[src/rtl/serial_add2_ctrl_if.sv]
// rtl/serial_add2_ctrl_if.sv - request/result bundle for serial_add2_ctrl (ovf only with SERIAL_ADD2_OVF_EN)
interface serial_add2_ctrl_if #(parameter int WIDTH = 8);
    logic             start;
    logic [WIDTH-1:0] a;
    logic [WIDTH-1:0] b;
    logic             cin;
    logic             busy;
    logic             done;
    logic [WIDTH-1:0] sum;
    logic             cout;
`ifdef SERIAL_ADD2_OVF_EN
    logic             ovf;

    modport master (output start, a, b, cin, input busy, done, sum, cout, ovf);
    modport slave  (input start, a, b, cin, output busy, done, sum, cout, ovf);
`else
    modport master (output start, a, b, cin, input busy, done, sum, cout);
    modport slave  (input start, a, b, cin, output busy, done, sum, cout);
`endif
endinterface

[src/rtl/serial_add2_ctrl.sv]
// rtl/serial_add2_ctrl.sv - digit-serial adder sequencer on one 2-bit slice; SERIAL_ADD2_OVF_EN adds ovf
module serial_add2_ctrl #(
    parameter int WIDTH = 8
) (
    input logic               clk,
    input logic               rst_n,
    serial_add2_ctrl_if.slave bus
);
    localparam int DIGITS = WIDTH / 2;
    localparam int CW     = (DIGITS > 1) ? $clog2(DIGITS) : 1;

    typedef enum logic [1:0] {
        IDLE = 2'd0,
        RUN  = 2'd1,
        DONE = 2'd2
    } state_t;

    state_t           state;
    state_t           state_next;
    logic [WIDTH-1:0] a_sh;
    logic [WIDTH-1:0] b_sh;
    logic             carry;
    logic [CW-1:0]    cnt;
    logic [WIDTH-1:0] sum_r;
    logic             cout_r;
    logic [2:0]       slice;
    logic [WIDTH+1:0] sum_cat;
    logic             last;

    assign slice   = {1'b0, a_sh[1:0]} + {1'b0, b_sh[1:0]} + {2'b00, carry};
    assign sum_cat = {slice[1:0], sum_r};
    assign last    = (cnt == CW'(DIGITS - 1));

    always_ff @(posedge clk or negedge rst_n) begin
        if (!rst_n) state <= IDLE;
        else        state <= state_next;
    end

    always_comb begin
        state_next = state;
        case (state)
            IDLE:    if (bus.start) state_next = RUN;
            RUN:     if (last)      state_next = DONE;
            DONE:    state_next = IDLE;
            default: state_next = IDLE;
        endcase
    end

`ifdef SERIAL_ADD2_OVF_EN
    logic ovf_r;
    logic c_mid;

    // carry from bit WIDTH-2 into bit WIDTH-1, meaningful on the final digit
    assign c_mid = (a_sh[0] & b_sh[0]) | (carry & (a_sh[0] ^ b_sh[0]));

    always_ff @(posedge clk or negedge rst_n) begin
        if (!rst_n) begin
            ovf_r <= 1'b0;
        end else if (state == IDLE && bus.start) begin
            ovf_r <= 1'b0;
        end else if (state == RUN && last) begin
            ovf_r <= slice[2] ^ c_mid;
        end
    end

    assign bus.ovf = ovf_r;
`endif

    always_ff @(posedge clk or negedge rst_n) begin
        if (!rst_n) begin
            a_sh   <= '0;
            b_sh   <= '0;
            carry  <= 1'b0;
            cnt    <= '0;
            sum_r  <= '0;
            cout_r <= 1'b0;
        end else begin
            case (state)
                IDLE: begin
                    if (bus.start) begin
                        a_sh   <= bus.a;
                        b_sh   <= bus.b;
                        carry  <= bus.cin;
                        cnt    <= '0;
                        sum_r  <= '0;
                        cout_r <= 1'b0;
                    end
                end
                RUN: begin
                    // least-significant digit first; finished digits enter at the top
                    a_sh  <= a_sh >> 2;
                    b_sh  <= b_sh >> 2;
                    carry <= slice[2];
                    cnt   <= cnt + 1'b1;
                    sum_r <= sum_cat[WIDTH+1:2];
                    if (last) cout_r <= slice[2];
                end
                default: ;
            endcase
        end
    end

    assign bus.busy = (state != IDLE);
    assign bus.done = (state == DONE);
    assign bus.sum  = sum_r;
    assign bus.cout = cout_r;
endmodule

[src/flat_wrapper.sv]
// flat-port wrapper written by rule: the top's interface ports become plain ports
module serial_add2_ctrl_flat 
#(
    parameter int WIDTH = 8
)
  (clk, rst_n, bus_start, bus_a, bus_b, bus_cin, bus_busy, bus_done, bus_sum, bus_cout);
  serial_add2_ctrl_if #(.WIDTH(WIDTH)) bus_i ();
  input logic clk;
  input logic rst_n;
  input wire logic [$bits(bus_i.start)-1:0] bus_start;
  input wire logic [$bits(bus_i.a)-1:0] bus_a;
  input wire logic [$bits(bus_i.b)-1:0] bus_b;
  input wire logic [$bits(bus_i.cin)-1:0] bus_cin;
  output wire logic [$bits(bus_i.busy)-1:0] bus_busy;
  output wire logic [$bits(bus_i.done)-1:0] bus_done;
  output wire logic [$bits(bus_i.sum)-1:0] bus_sum;
  output wire logic [$bits(bus_i.cout)-1:0] bus_cout;
  assign bus_i.start = bus_start;
  assign bus_i.a = bus_a;
  assign bus_i.b = bus_b;
  assign bus_i.cin = bus_cin;
  assign bus_busy = bus_i.busy;
  assign bus_done = bus_i.done;
  assign bus_sum = bus_i.sum;
  assign bus_cout = bus_i.cout;
  serial_add2_ctrl #(.WIDTH(WIDTH)) u_core (.clk(clk), .rst_n(rst_n), .bus(bus_i));
endmodule
[config.mk]
export PLATFORM = sky130hd
export DESIGN_NAME = serial_add2_ctrl_flat
export DESIGN_NICKNAME = d
export VERILOG_FILES = /design/src/rtl/serial_add2_ctrl_if.sv /design/src/rtl/serial_add2_ctrl.sv /design/src/flat_wrapper.sv
export SDC_FILE = /design/constraint.sdc
export NUM_CORES = 1
export LEC_CHECK = 0
export ABC_CLOCK_PERIOD_IN_PS = 1700
export BUFFER_PORTS_ARGS = -buffer_cell sky130_fd_sc_hd__buf_2
export CELL_PAD_IN_SITES_DETAIL_PLACEMENT = 0
export CELL_PAD_IN_SITES_GLOBAL_PLACEMENT = 2
export CORE_MARGIN = 5
export CORE_UTILIZATION = 32
export DETAILED_ROUTE_END_ITERATION = 8
export GPL_TIMING_DRIVEN = 0
export PLACE_DENSITY = 0.83
export RECOVER_POWER = 50
export SETUP_SLACK_MARGIN = 0.15
export SLEW_MARGIN = 20
export SYNTH_ARGS = -nofsm -noshare
export SYNTH_HDL_FRONTEND = slang
export SYNTH_SLANG_ARGS = --single-unit
[constraint.sdc]
create_clock -name clk -period 1.7 [get_ports clk]
set_clock_uncertainty 0.1 [all_clocks]
set_input_delay 0.34 -clock clk [delete_from_list [all_inputs] [get_ports clk]]
set_output_delay 0.34 -clock clk [all_outputs]
set_load 0.05 [all_outputs]
==> results.md <==
- Ratio of cells with drive above 1 in the final layout: 40.4%
- Wire per inst: 16.0 um
- Hold Buf Count CTS: 0
- Switching Power: 1.59 mW
- Drt pass-1 iters: 4
- FF-to-FF path depth: 3
- Commonest non-fill, non-tap cells in the layout: dfrtp_1 (30), buf_2 (26), a22o_1 (9)
- Critical Path Stages: 5
- Routed wire length: 3.41 mm
- Area of the die: 6000 sq um
- Max Cap Viol: 0
- Fin util: 43.2%
- PortBufs: 30
- Sequential fraction of the synthesis area: 51.5%
- Unique masters post-synth: 30
- Post-synthesis compound-gate area fraction: 19.1%
- Area leader, netlist: dfrtp_1
- Clock Sinks: 30
- Worst reg2reg path endpoint: u_core.bus.sum[7]$_DFFE_PN0P_
- N_diodes: 0
- Failing checks: negative setup slack
- Layout area overhead: 30.0%
- Critical path class: reg -> out
- Post-Synth Simple-Gate Area: 18.2%
- Post-synthesis mux area share: 0.687%
- Number of remaining DRC errors: 0
- Combinational Power Share: 52.0%
- Synth top area cells: dfrtp_1 (52%), a22o_1 (5.4%), o221a_2 (4.6%)
- Remaining Overflow, GRT: 0
- Number of global-route vias before repair: 1278
- Global-route wire length before repair: 5.99 mm
- Post-synthesis adder-cell area fraction: 3.61%
- Num rows: 24
- Crit path max-delay family: buffers and inverters
- RSZ-0062 raised after global routing: true
- Final #Nets: 183
- Highest-delay cell along the critical path: dfrtp_1
- R2R setup slack: 40 ps
- Leak Pwr: 0.881 nW
- Cell mode on critical path: buf_8
- Clock latency on the worst-skew pair: 280 ps
- Ys async rst share: 100%
- Final min period: 1840 ps
- Syn avg cell area: 12.5 sq um
- Period utilization: 108%
- Crit-path max cell delay: 400 ps
- Routed vias/inst: 5.20
- Design Area, Final: 1890 sq um
- Status: finished with violations
- Placed instance count: 199
- Main synth FF type: dfrtp_1
- Internal power: 2.26 mW
- Die Span X: 77.5 um
- Htree depth: 2
- Max VDD drop: 0.614 mV
- P per Cell Area: 2030 nW/um^2
- Worst hold path class: in -> async
- Crit path launch: u_core.state[1]$_DFFE_PN0P_
- Fin Hold WS: 30.1 ps
- Part of the power in the clock network: 15.1%
- Yosys warns: 0
- Synthesized cell area: 1460 sq um
- Clock transition at path regs: 60 ps
- Worst setup SP type: register
- Die height: 77.5 um
- Largest net degree at the start of global routing: 31
- CP Data Arrival Time: 1400 ps
- Most common cell after layout, fill and taps aside: dfrtp_1
- DR vias: 1108
- Max Slew Vio Count: 0
- CTS Buf Count: 5
- Seq pwr share: 32.9%
- Starting Density: 33.2%
- ANT nets after route: 0
- Final setup margin: -136 ps
- Crit end category: output port
- CTS Root Cell: clkbuf_8
- Setup violations, final: 2
- Clock Tree Buf Depth: 2
- Number of synthesized flops with an enable pin: 0
- Synth top area share: 51.5%
- Final hold viol count: 0
- Final cell count without fillers: 213
- Worst-margin pin slew: 769 ps
- Synth Area in XOR/XNOR: 0%
- FMAX: 545 MHz
- Core area: 4380 sq um
- Initial DRC count: 34
- CP bufs+invs: 4
- Initial antenna violation count: 0
- Synthesized net count: 140
- Worst-path cell chain: buf_6, buf_8, buf_8, or2_4, buf_8
- Placer Congestion: 0.752
- GRT Util Overall: 12.3%
- CP endpoint: bus_busy
- Reg2reg start: u_core.carry$_DFFE_PN0P_
- Total power: 3.85 mW
- Req. time, crit path: 1260 ps
- I/O pin count: 31
- Placed inst area: 1690 sq um
- Switching share of power: 41.4%
- Main combinational cell family by area after synthesis: compound AO/OA/AOI/OAI gates
- CTS tree: done
- Seq cells post-synth: 30
- Syn Inst Count: 117
- Worst slew margin: 48.7%
- CP max FO: 3
- Hpwl dp: 2.34 mm
-- cells by family after synthesis --
group,count (synthesis)
fa+ha+maj,3
simple gates,33
buf+inv,20
compound gates,30
flops,30
mux,1
-- through the flow --
step                      setup slack, ps  TNS (ps)
after floorplan                      98.3         0
after global placement              -62.4      -123
after detailed placement            -62.0      -123
after CTS                            -147      -178
after global routing                 -186      -254
final                                -136      -157
-- state kept, by name (all words and copies together) (netlist names) --
signal / count
u_core.state: 2
u_core.a_sh: 8
u_core.carry: 1
u_core.bus.cout: 1
u_core.bus.sum: 8
u_core.b_sh: 8
u_core.cnt: 2
-- synth_stat cells (2+ instances only) --
cell      count
dfrtp_1      30
a22o_1        9
inv_1         8
nor3b_1       7
nor4b_1       7
buf_2         6
o221a_2       6
or4b_1        6
a211oi_1      5
nand2b_1      4
clkbuf_1      3
nor4bb_1      3
a211o_1       2
a221oi_1      2
buf_6         2
fa_1          2
nor2b_1       2
-- layout make-up --
type                    instances  area (sq um)
fillers                       434          2490
clock inverters                 1          5.00
well taps                      52          65.1
clock buffers                   7          86.3
repair buffers                 36           209
plain buffers                  12           103
multi-input cells              67           646
flip-flops and latches         30           751
inverters                       8          30.0
-- power groups by stage --
stage | combinational [mW] | sequential (mW) | clock (mW)
final | 2.00 | 1.27 | 0.581
after global routing | 2.22 | 1.31 | 0.642
after CTS | 1.97 | 1.27 | 0.605
after detailed placement | 1.80 | 1.29 | 0
after global placement | 1.77 | 1.27 | 0
after floorplan | 1.09 | 1.56 | 0
-- routing by layer --
metal	part of all wire, %	track usage [%]	vias up	routed length [um]
met4	2.1	5.33	0	70
met5	0	0	-	0
li1	-	-	527	-
met2	47	19.4	25	1610
met3	4.5	3.82	10	153
met1	46	15.6	546	1580
-- what timing repair did --
item / 4_1_cts / 5_1_grt
buffers inserted: 6 / 0
endpoints found under the setup margin: 5 / 21
gates resized for setup: 12 / 9
pin swaps: 2 / 6
-- worst min path at each step --
stage | startpoint | end | slack, ps | cells after the start
after floorplan | rst_n | u_core.a_sh[0]$_DFFE_PN0P_ | -60 | 0
after global placement | rst_n | u_core.bus.sum[1]$_DFFE_PN0P_ | 300 | 1
after detailed placement | rst_n | u_core.bus.sum[1]$_DFFE_PN0P_ | 320 | 1
after CTS | rst_n | u_core.bus.sum[1]$_DFFE_PN0P_ | 10 | 1
after global routing | rst_n | u_core.bus.sum[1]$_DFFE_PN0P_ | 80 | 1
final | rst_n | u_core.bus.sum[7]$_DFFE_PN0P_ | 30 | 1
(Power assumes the default switching activity.)
